`src/rtl/ama_riscv_simd_arb.sv`:
```
// ============================================================================
// Module   : ama_riscv_simd_arb
// Purpose  : Two-requester arbiter/sequencer for the 2-stage SIMD/multiply
//            unit; carries c/tag alongside the unit pipe, registered response.
// Revision : 1.0 - initial release
// ============================================================================
`default_nettype none

package ama_riscv_simd_pkg;
  typedef enum logic [2:0] {
    MUL    = 3'd0,
    MULH   = 3'd1,
    MULHSU = 3'd2,
    MULHU  = 3'd3,
    DOT16  = 3'd4,
    DOT8   = 3'd5
  } simd_arith_op_t;
endpackage

module ama_riscv_simd_arb
  import ama_riscv_simd_pkg::*;
#(
  parameter int unsigned TAG_W    = 4,
  parameter int unsigned LOCK_MAX = 8
) (
  input  logic                 clk,
  input  logic                 rst,
  input  logic [1:0]           req_valid,
  output logic [1:0]           req_ready,
  input  logic [1:0]           req_lock,
  input  simd_arith_op_t       req_op   [2],
  input  logic [31:0]          req_a    [2],
  input  logic [31:0]          req_b    [2],
  input  logic [31:0]          req_c    [2],
  input  logic [TAG_W-1:0]     req_tag  [2],
  output logic                 unit_en,
  output simd_arith_op_t       unit_op,
  output logic [31:0]          unit_a,
  output logic [31:0]          unit_b,
  output logic [31:0]          unit_c_late,
  input  logic [31:0]          unit_p,
  output logic                 rsp_valid,
  input  logic                 rsp_ready,
  output logic                 rsp_id,
  output logic [TAG_W-1:0]     rsp_tag,
  output logic [31:0]          rsp_data
);

  localparam int unsigned      CNT_W      = $clog2(LOCK_MAX + 1);
  localparam logic [CNT_W-1:0] LOCK_MAX_C = CNT_W'(LOCK_MAX);

  logic             s1_v_q,   s1_v_d;
  logic             s1_id_q,  s1_id_d;
  logic [TAG_W-1:0] s1_tag_q, s1_tag_d;
  logic [31:0]      s1_c_q,   s1_c_d;
  logic             rsp_valid_q, rsp_valid_d;
  logic             rsp_id_q,    rsp_id_d;
  logic [TAG_W-1:0] rsp_tag_q,   rsp_tag_d;
  logic [31:0]      rsp_data_q,  rsp_data_d;
  logic             rr_q,        rr_d;
  logic             last_q,      last_d;
  logic             lock_hold_q, lock_hold_d;
  logic [CNT_W-1:0] lock_cnt_q,  lock_cnt_d;

  logic stall, any_v, hs, win, lock_act, lock_keep, lock_yield;

  always_comb begin
    stall      = s1_v_q & rsp_valid_q & ~rsp_ready;
    any_v      = |req_valid;
    hs         = any_v & ~stall & ~rst;
    lock_act   = lock_hold_q & req_valid[last_q];
    lock_keep  = lock_act & (lock_cnt_q < LOCK_MAX_C);
    lock_yield = lock_act & ~lock_keep & req_valid[~last_q];

    if (lock_keep)        win = last_q;
    else if (lock_yield)  win = ~last_q;
    else if (&req_valid)  win = rr_q;
    else                  win = req_valid[1];

    req_ready = 2'b00;
    if (hs) req_ready = win ? 2'b10 : 2'b01;
    unit_en = ~rst & ~stall;

    // Operands follow the winner regardless of stall so rsp_ready never reaches a/b;
    // the unit ignores them while unit_en is low.
    unit_op = MUL;
    unit_a  = 32'd0;
    unit_b  = 32'd0;
    if (any_v & ~rst) begin
      unit_op = req_op[win];
      unit_a  = req_a[win];
      unit_b  = req_b[win];
    end
    unit_c_late = s1_v_q ? s1_c_q : 32'd0;

    s1_v_d   = s1_v_q;
    s1_id_d  = s1_id_q;
    s1_tag_d = s1_tag_q;
    s1_c_d   = s1_c_q;
    if (~stall) begin
      s1_v_d = hs;
      if (hs) begin
        s1_id_d  = win;
        s1_tag_d = req_tag[win];
        s1_c_d   = req_c[win];
      end
    end

    rsp_valid_d = rsp_valid_q;
    rsp_id_d    = rsp_id_q;
    rsp_tag_d   = rsp_tag_q;
    rsp_data_d  = rsp_data_q;
    if (s1_v_q & ~stall) begin
      rsp_valid_d = 1'b1;
      rsp_id_d    = s1_id_q;
      rsp_tag_d   = s1_tag_q;
      rsp_data_d  = unit_p;
    end else if (rsp_ready) begin
      rsp_valid_d = 1'b0;
    end

    rr_d        = rr_q;
    last_d      = last_q;
    lock_hold_d = lock_hold_q;
    lock_cnt_d  = lock_cnt_q;
    if (hs) begin
      rr_d        = ~win;
      last_d      = win;
      lock_hold_d = req_lock[win];
      lock_cnt_d  = lock_keep ? lock_cnt_q + CNT_W'(1) : '0;
    end
  end

  always_ff @(posedge clk or posedge rst) begin
    if (rst) begin
      s1_v_q      <= 1'b0;
      s1_id_q     <= 1'b0;
      s1_tag_q    <= '0;
      s1_c_q      <= 32'd0;
      rsp_valid_q <= 1'b0;
      rsp_id_q    <= 1'b0;
      rsp_tag_q   <= '0;
      rsp_data_q  <= 32'd0;
      rr_q        <= 1'b0;
      last_q      <= 1'b0;
      lock_hold_q <= 1'b0;
      lock_cnt_q  <= '0;
    end else begin
      s1_v_q      <= s1_v_d;
      s1_id_q     <= s1_id_d;
      s1_tag_q    <= s1_tag_d;
      s1_c_q      <= s1_c_d;
      rsp_valid_q <= rsp_valid_d;
      rsp_id_q    <= rsp_id_d;
      rsp_tag_q   <= rsp_tag_d;
      rsp_data_q  <= rsp_data_d;
      rr_q        <= rr_d;
      last_q      <= last_d;
      lock_hold_q <= lock_hold_d;
      lock_cnt_q  <= lock_cnt_d;
    end
  end

  assign rsp_valid = rsp_valid_q;
  assign rsp_id    = rsp_id_q;
  assign rsp_tag   = rsp_tag_q;
  assign rsp_data  = rsp_data_q;

endmodule

`default_nettype wire

```
`config.mk`:
```
export PLATFORM = sky130hd
export DESIGN_NAME = ama_riscv_simd_arb
export DESIGN_NICKNAME = d
export VERILOG_FILES = /design/src/rtl/ama_riscv_simd_arb.sv
export SDC_FILE = /design/constraint.sdc
export NUM_CORES = 1
export LEC_CHECK = 0
export CORE_AREA = 3 3 150 152
export DETAILED_ROUTE_END_ITERATION = 10
export DIE_AREA = 0 0 153 155
export GPL_TIMING_DRIVEN = 0
export PLACE_DENSITY = 0.6
export SLEW_MARGIN = 20
export SYNTH_ARGS = -nofsm -noshare
export SYNTH_HDL_FRONTEND = slang
export SYNTH_SLANG_ARGS = --single-unit
```
`constraint.sdc`:
```
create_clock -name clk -period 5.7 [get_ports clk]
set_clock_uncertainty 0.1 [all_clocks]
set_input_delay 0.57 -clock clk [delete_from_list [all_inputs] [get_ports clk]]
set_output_delay 0.57 -clock clk [all_outputs]
set_load 0.01 [all_outputs]
```
* Word level (Yosys, flattened, before mapping) *
Index checks and enable logic that the tools add are counted.

operators by class
  $add $sub $neg = 1
  order comparisons = 5
  mux-type cells = 33
  bitwise gates (word level) = 18
  reduce and logical (&&, ||, !) cells = 4

operators with widths
  operator                                                              number
  32-bit 2-to-1 mux                                                     12
  4-bit 2-to-1 mux                                                      4
  3-bit 2-to-1 mux                                                      4
  1-bit bitwise AND                                                     11
  1-bit 2-to-1 mux                                                      11
  1-bit by 2-bit < comparator with 1-bit output, second input constant  3
  1-bit inverter                                                        6
  4-bit by 1-bit adder with 4-bit output, second input constant         1
  4-bit < comparator, second input constant                             1
  2-bit 2-to-1 mux                                                      2
  2-bit AND reduction                                                   2
  2-bit >= comparator, second input constant                            1
  1-bit inverter with 2-bit output                                      1
  2-bit nonzero test                                                    1
  2-bit OR reduction                                                    1

storage, ports and cells
  flip-flop bits (word level) = 83
  input bits = 245
  output and inout bits = 140
  word-level logic and storage cells = 73

* Longest topological paths before layout *
Gate-level depths: netlist of the first run.

  depth after elaboration = 14
  depth in mapped cells = 7
  depth with buffers taken out = 4

* Worst setup path before layout of the first run *
OpenSTA, ideal clock, no wires.

  path type = input to output
  start point = in req_valid[0]
  end point = out unit_a[12]
  arrival = 1.702 ns
  slack = 3.328 ns
  stages = 6
  path through = or3b_1 o211ai_2 buf_4 buf_2 nand2_1 a21oi_1

on the way
  word-level cells in the longest chain between the ends = 14
  elaborated cells on any way between the ends = 20
  classes of those cells = mux (11); bitwise (7); reduce/logical (2)

RTL lines
  item                                                    line  source
  start: declaration                                      28    input logic [1:0] req_valid,
  1-bit 2-to-1 mux (implied by the code) (2 in a row)     71    lock_act = lock_hold_q & req_valid[last_q];
  1-bit bitwise AND                                       71
  1-bit bitwise AND                                       72    lock_keep = lock_act & (lock_cnt_q < LOCK_MAX_C);
  1-bit inverter                                          73    lock_yield = lock_act & ~lock_keep & req_valid[~last_q];
  1-bit bitwise AND (2 in a row)                          73
  1-bit 2-to-1 mux                                        76    else if (lock_yield) win = ~last_q;
  1-bit 2-to-1 mux                                        75    if (lock_keep) win = last_q;
  1-bit inverter with 2-bit output (implied by the code)  91    unit_a = req_a[win];
  32-bit 2-to-1 mux (implied by the code) (3 in a row)    91
  32-bit 2-to-1 mux (*)                                   89    if (any_v & ~rst) begin
  end: declaration                                        38    output logic [31:0] unit_a,

Mark *: on every way between the ends. The rest lies on a longest branch, timed or not. The select of a mux whose other input is x is not followed.

* Worst setup path in the final report of the first run *
  start point = in req_valid[0]
  end point = out unit_b[19]

on the way
  word-level cells in the longest chain between the ends = 14
  elaborated cells on any way between the ends = 20
  classes of those cells = mux (11); bitwise (7); reduce/logical (2)

RTL lines
  item                                                    line  source
  1-bit 2-to-1 mux (implied by the code) (2 in a row)     71
  1-bit bitwise AND                                       71
  1-bit bitwise AND                                       72
  1-bit inverter                                          73
  1-bit bitwise AND (2 in a row)                          73
  1-bit 2-to-1 mux                                        76
  1-bit 2-to-1 mux                                        75
  1-bit inverter with 2-bit output (implied by the code)  92    unit_b = req_b[win];
  32-bit 2-to-1 mux (implied by the code) (3 in a row)    92
  32-bit 2-to-1 mux (*)                                   89
  end: declaration                                        39    output logic [31:0] unit_b,

Marked as above.

==> results of run 1 <==
cells in the mapped netlist, types with 2 or more instances:
cell type / count / area [um2]
sky130_fd_sc_hd__inv_1: 2 / 7.51
sky130_fd_sc_hd__nor2_1: 43 / 161
sky130_fd_sc_hd__buf_1: 4 / 15.0
sky130_fd_sc_hd__buf_4: 2 / 15.0
sky130_fd_sc_hd__and2_1: 32 / 200
sky130_fd_sc_hd__nand2_1: 177 / 664
sky130_fd_sc_hd__nand2b_1: 3 / 18.8
sky130_fd_sc_hd__buf_2: 17 / 85.1
sky130_fd_sc_hd__o21ai_1: 4 / 20.0
sky130_fd_sc_hd__dfrtp_1: 83 / 2080
sky130_fd_sc_hd__clkbuf_1: 22 / 82.6
sky130_fd_sc_hd__a21o_1: 2 / 15.0
sky130_fd_sc_hd__mux2_1: 30 / 338
sky130_fd_sc_hd__a21oi_1: 141 / 706
sky130_fd_sc_hd__mux2_2: 7 / 78.8
critical path: stages:
cell                              delay (ns)
sky130_fd_sc_hd__clkdlybuf4s50_1        0.55
sky130_fd_sc_hd__or3b_1                 0.41
sky130_fd_sc_hd__o211ai_2               0.22
sky130_fd_sc_hd__clkbuf_1               0.41
sky130_fd_sc_hd__nand2_1                0.12
sky130_fd_sc_hd__a21oi_1                0.23
sky130_fd_sc_hd__clkdlybuf4s50_1        0.75
layer usage:
| metal | global-route usage | vias up | wire length, um |
|---|---|---|---|
| met5 | 0 | - | 0 |
| met4 | 0.0479 | 0 | 520 |
| met3 | 0.0554 | 28 | 1700 |
| met2 | 0.332 | 244 | 11500 |
| met1 | 0.235 | 2562 | 9710 |
| li1 | - | 2720 | - |
cell type report:
cell class,count,area [um2]
Timing Repair Buffer,385,3870
Inverter,2,12.5
Tap cell,275,344
Buffer,46,209
Clock inverter,6,73.8
Multi-Input combinational cell,453,2340
Sequential cell,83,2080
Fill cell,2113,12000
Clock buffer,10,229
state kept, by name, indices dropped and copies added, names as in the netlist, 4 cells and up:
signal	flops
rsp_tag	4
rsp_data	32
s1_tag_q	4
lock_cnt_q	4
s1_c_q	32
kinds of logic (layout without fill, tap and decap cells):
kind of cell	after synthesis	in the layout	share of synthesized area
buffers and inverters	48	449	0.0467
xor gates and xnor gates	1	1	0.00189
adders and majority gates	1	1	0.00270
DFF	83	83	0.448
and+or+nand+nor	262	262	0.240
AOI/OAI and AO/OA	151	151	0.168
muxes	38	38	0.0921
worst max path at each step:
stage | startpoint | to
floorplan | rst | last_q$_DFFE_PP0P_
global placement | rst | rsp_data[18]$_DFFE_PP0P_
detailed placement | req_valid[0] | unit_b[19]
CTS | req_valid[0] | unit_b[19]
global route | req_valid[0] | unit_b[19]
finish | req_valid[0] | unit_b[19]
power by group:
| group | internal, mW | switching, mW |
|---|---|---|
| logic | 0.533 | 0.425 |
| clock network | 0.346 | 0.263 |
| registers | 0.713 | 0.0612 |
through the flow:
| stage | power (mW) | cell area (um2) | hold WS (ns) | std cells |
|---|---|---|---|---|
| global placement | 1.75 | 8820 | 0.367 | 1243 |
| floorplan | 1.17 | 4630 | 0.343 | 584 |
| detailed placement | 1.75 | 8850 | 0.368 | 1244 |
| global route | 2.48 | 9160 | 0.407 | 1260 |
| CTS | 2.38 | 9160 | 0.387 | 1260 |
| finish | 2.34 | 9160 | 0.382 | 1260 |
==> results, run 1 <==
- The flow ran to the end, and the final reports show no timing, DRC or antenna violations.
- The number of primary I/O pins is 385.
- The maximum buffer depth of the clock tree is 2.
- TritonCTS built the clock tree.
- The residual overflow from global routing is 0.
- The repair_antennas step left the layout with diodes totalling 0.
- The number of antenna violations at the first check in global routing was 0.
- The worst ir drop on vdd is 0.000172 V.
- In this run the worst path has a maximum fanout of 10.
- The routed length per placed instance is 18.6 um.
- Leaving out fill and tap cells, the most frequent cell in the layout is sky130_fd_sc_hd__clkdlybuf4s50_1.
- After synthesis the cells add up to 4630 um2.
- The die is 155 um tall.
- The sum of negative setup slack is 0 ns.
- After synthesis, the share of flip-flops with an asynchronous set or reset is 1.00.
- The worst hold path begins at s1_tag_q[3]$_DFFE_PP0P_.
- Setup repair after global routing left no endpoint under its margin.
- The dominant register cell in the synthesized netlist is sky130_fd_sc_hd__dfrtp_1.
- The destination of the worst hold path is rsp_tag[3]$_DFFE_PP0P_.
- The post-synthesis cell count is 584.
- Wires add up to 23400 um.
- The number of iterations in the first detailed-routing pass is 4.
- The shortest clock period the worst path allows after layout is 3.93 ns.
- The first-pass GRT wire length is 35400 um.
- The type of the most critical hold path is flip-flop to flip-flop.
- Leaving out fill and tap cells, the most frequent cells in the layout are sky130_fd_sc_hd__clkdlybuf4s50_1, sky130_fd_sc_hd__nand2_1, sky130_fd_sc_hd__a21oi_1.
- The per-cell via count in the routed design is 4.41.
- The final hold violation count is 0.
- The number of placement rows is 53.
- The placer's final routability congestion estimate is 0.892.
- The endpoint arrival time on the critical path is 3.26 ns.
- Measured in cells, the most critical reg-to-reg path has a length of 7.
- Across all register-to-register paths, the minimum setup slack is 3.60 ns.
- Across every metal layer, demand over resource in global routing totals 0.191.
- The worst path required time is 5.03 ns.
- The number of nets with antenna violations after detailed routing is 0.
- The count of hold-fix buffers inserted at cts is 0.
- Detailed placement finished with a half-perimeter wire length of 18700 um.
- In the routed design, unresolved DRC markers number 0.
- From synthesis to final layout, the design area changed by 97.6%.
- The pin count of the biggest net entering global routing is 47.
- The worst setup path is captured at an output pin.
- After clock tree synthesis, the setup repair step added 0 buffers.
- The post-CTS resize count is 0.
- Of the synthesized area, sequential elements account for 0.448.
- The number of different library cells used by synthesis comes to 30.
- The clock drives 83 sinks.
- STA classifies the critical path startpoint as a primary input.
- In this run the power density over the cells is 256 nW/um2.
- The count of final max-slew check failures is 0.
- For this design the static power due to leakage is 3.73 nW.
- Setup violations remaining at the end of the flow were counted as 0.
- The clock root buffer is sky130_fd_sc_hd__clkbuf_16.
- The total number of vias is 5554.
- For this configuration, the core starts out at a cell density of 0.219.
- The clock reaches the later pin of the worst-skew pair after 0.34 ns.
- The startpoint identified for the worst register-to-register timing path is s1_v_q$_DFFE_PP0N_.
- Of the cells placed in the final design, the portion with a size suffix greater than 1 is 0.0487.
- The type of the worst setup path is primary input to output pin.
- The via count of the first global-routing pass was 5814.
- Buffers inserted during clock tree synthesis total 9.
- The mean instance size in the synthesized netlist is 7.93 um2.
- The H-tree level count is 3.
- Along the worst hold path, the cell count comes to 1.
- The count of flip-flops with a built-in enable after synthesis is 0.
- The total number of nets in the final design is 1226.
- The die is 153 um wide.
- At the end of the flow the core is filled with cells to 0.433.
- The placeable core area is 21200 um2.
- The endpoint identified for the worst register-to-register timing path is s1_tag_q[3]$_DFFE_PP0P_.
- The post-synthesis register bit count is 83.
- The floorplan step defined a die boundary enclosing 23700 um2.
- Setup slack closes at 1.77 ns.
- The first-iteration detailed-routing DRC count is 256.
- The synthesized netlist net count is 830.
- Measured against its own limit, the worst slew margin works out to 0.553.
- The minimum setup slack after placement is 1.76 ns.
- Max-cap violations in this run came to 0.
- Static timing analysis puts the maximum clock frequency at 0.254 GHz.
- The yosys synthesis warning count is 0.
- At the pin with the least slew margin, the transition time is 0.670 ns.
- In this run the tool buffered the top-level ports with 384 buffer cells.
- The clock-pin slew on the worst setup and hold paths is 0.06 ns.
- The fraction of the cycle the final worst path needs is 0.690.
(Power assumes the default switching activity.)
==> run 2: changes to the inputs <==
- CORE_AREA: 3 3 150 152 -> 3 3 149 151
- DIE_AREA: 0 0 153 155 -> 0 0 152 154
- PLACE_DENSITY: 0.6 -> 0.62
- clock period: 5.7 -> 3.33 ns (I/O delays scaled with it)
==> run 2 against run 1 <==
Compared with the run above:
- sequential cell count unchanged
- largest power group unchanged
- worst hold slack better by 0.0076 ns
- count of clock-buffer cells in the layout rose by 1
- final cell count rose by 0.16%
- sequential share of layout area unchanged
- clock power increased by 62%
- register-to-register slack got worse by 2.4 ns
- critical path depth unchanged
- combinational power up 71%
- via count is 0.67% higher
==> results, run 2 (synthesis gave the netlist of run 1 again) <==
- The effective utilization at floorplan is 0.221.
- After filler insertion, the fill cell instance count of the layout stands at 2107.
- Static timing analysis puts the maximum clock frequency at 0.311 GHz.
- Setup repair after global routing could not meet its margin everywhere.
- The maximum buffer depth of the clock tree is 2.
- The layer flagged by global routing as most heavily used is met2.
- The via count of the first global-routing pass is 5805.
- The final core area utilization is 0.437.
- The library cell used most frequently in the layout, excluding fill and tap cells, is sky130_fd_sc_hd__clkdlybuf4s50_1.
- In the final routed layout, each cell accounts on average for 18.2 um.
- Detailed routing inserted a total of 5591 vias.
- The number of nets with antenna violations after detailed routing is 0.
- The count of final max-slew check failures is 0.
- The worst ir drop on vdd is 0.000285 V.
- For this run, the post-layout net count is 1226.
- The number of cells in the finished layout apart from fillers is 1262.
- The number of clock buffers added by TritonCTS is 9.
- Detailed placement finished with a half-perimeter wire length of 18500 um.
- The die span in x is 152 um.
- After detailed routing, the number of vias per cell comes to 4.43.
- From bottom edge to top edge, the die measures 154 um.
- The area growth from synthesis to layout is 97.6%.
- The clock latency at the later pin of the worst-skew pair is 0.34 ns.
- The ratio of cells with drive above 1 in the final layout is 0.0538.
- Wires add up to 23000 um.
- The power density over the cells is 432 nW/um2.
- The count of hold-fix buffers inserted at cts is 0.
- The run finished with clean final reports.
- After routing the design area is 9160 um2.
- STA classifies the critical path startpoint as a primary input.
- The total die area is 23400 um2.
- 385 I/O pins were placed.
- The placer's final routability congestion estimate is 0.976.
- Across every metal layer, demand over resource in global routing totals 0.188.
- After global routing the overflow that remains totals 0.
- The kind of end point of the critical path is an output pin.
- Of all nets on the critical path, the largest fanout is 10.
- By startpoint and endpoint, the worst setup path is classified as primary input to output pin.
- For this design the static power due to leakage is 3.75 nW.
- Max-cap violations in this run came to 0.
- Leaving out fill and tap cells, the most frequent cells in the layout are sky130_fd_sc_hd__clkdlybuf4s50_1, sky130_fd_sc_hd__nand2_1, sky130_fd_sc_hd__a21oi_1.
- Data arrives at the worst endpoint at 2.78 ns.
- The clock net sink count is 83.
- The area of placed instances is 8840 um2.
- The clock root buffer is sky130_fd_sc_hd__clkbuf_16.
- The final count of negative-setup-slack endpoints is 0.
- The placeable core area is 21000 um2.
- Entering global routing, the biggest net connects 49 pins.
- STA puts the critical path data required time at 2.90 ns.
- The number of placed instances, taps included, is 1244.
- The port buffer count is 384.
- The number of placement rows is 53.
- The worst hold path belongs to the class primary input to asynchronous set/reset pin.
- For met3 alone, demand over resource in global routing was 0.0540.
- The number of antenna violations at the first check in global routing is 2.
- After clock tree synthesis, the clock-pin slew on the worst setup and hold paths is 0.06 ns.
- The pre-antenna-repair detailed-routing pass consisted of 4 iterations.
- The first-iteration detailed-routing DRC count is 198.
- Of the available clock period, the critical path in the final layout requires 0.965.
- The max-slew headroom at the worst pin is 0.565.
- TritonCTS built the clock tree.
- The fraction of met1 tracks used by global routing is 0.218.
- The number of remaining DRC errors is 0.
- The H-tree level count is 3.
- The shortest clock period the worst path allows after layout is 3.21 ns.
- In the global route stage, met2 resource usage came out at 0.339.
- The first-pass GRT wire length is 34400 um.
- The worst-margin pin slew is 0.653 ns.
- The final hold violation count is 0.
==> run 2: cell count changes in the layout (fill, tap and decap cells not counted), moves of 2 or more <==
cell	before	now
sky130_fd_sc_hd__diode_2	0	2
sky130_fd_sc_hd__clkbuf_1	23	18
sky130_fd_sc_hd__buf_2	17	15
sky130_fd_sc_hd__clkbuf_2	0	4
sky130_fd_sc_hd__clkbuf_8	0	2
==> run 2: routing by layer <==
metal | wire length, um | up-vias
met4 | 444 | 0
li1 | - | 2727
met2 | 11800 | 233
met5 | 0 | -
met1 | 9280 | 2607
met3 | 1510 | 24
==> run 2: worst max-delay path, cell delays in order <==
cell and delay (ns):
sky130_fd_sc_hd__clkdlybuf4s50_1 0.54, sky130_fd_sc_hd__or3b_1 0.40, sky130_fd_sc_hd__o211ai_2 0.22, sky130_fd_sc_hd__clkbuf_2 0.34
sky130_fd_sc_hd__nand2_1 0.09, sky130_fd_sc_hd__a21oi_1 0.26, sky130_fd_sc_hd__clkdlybuf4s50_1 0.60
==> run 2: area by class of cell <==
class / count / area, um2 / share of cell area
diodes: 2 / 5.00 / 0.000547
plain buffers: 46 / 223 / 0.0243
clock buffers: 11 / 253 / 0.0276
clock inverters: 5 / 42.5 / 0.00465
inverters: 2 / 10.0 / 0.00109
multi-input cells: 453 / 2340 / 0.255
flip-flops and latches: 83 / 2080 / 0.227
well taps: 275 / 344 / 0.0376
repair buffers: 385 / 3860 / 0.422
==> run 2: metrics by stage <==
stage	TNS (ns)	hold WS [ns]	setup WS, ns	power [mW]
2_1_floorplan	0	0.343	0.760	2.00
3_3_place_gp	-78.42	0.372	-0.951	2.98
3_5_place_dp	-0.146	0.380	-0.135	3.00
4_1_cts	0	0.395	0.00575	4.01
5_1_grt	-0.0391	0.409	-0.0207	4.19
6_report	0	0.390	0.117	3.95
==> run 2: path summary, 6_finish.rpt <==
check | from | to | slack (ns) | cells after the start
worst max-delay path | req_valid[0] | unit_b[20] | 0.12 | 7
worst min-delay path | rst | rsp_valid$_DFFE_PP0P_ | 0.39 | 2
worst max register to register | s1_v_q$_DFFE_PP0N_ | s1_c_q[15]$_DFFE_PP0P_ | 1.23 | 7
worst min register to register | rsp_data[25]$_DFFE_PP0P_ | rsp_data[25]$_DFFE_PP0P_ | 0.39 | 1
max in group asynchronous | rst | rsp_data[3]$_DFFE_PP0P_ | 2.12 | 3
min in group clk | rsp_data[25]$_DFFE_PP0P_ | rsp_data[25]$_DFFE_PP0P_ | 0.39 | 1
==> run 2: timing repair <==
item / in CTS / in global routing
setup endpoints to repair: 5 / 18
gates resized for setup: 4 / 6
setup buffers: 0 / 0
==> run 2: report_power, final <==
group,total (mW),internal [mW],switching (mW)
Sequential,1.32,1.22,0.104
Clock,0.986,0.554,0.431
Combinational,1.64,0.915,0.726
Total,3.95,2.69,1.26
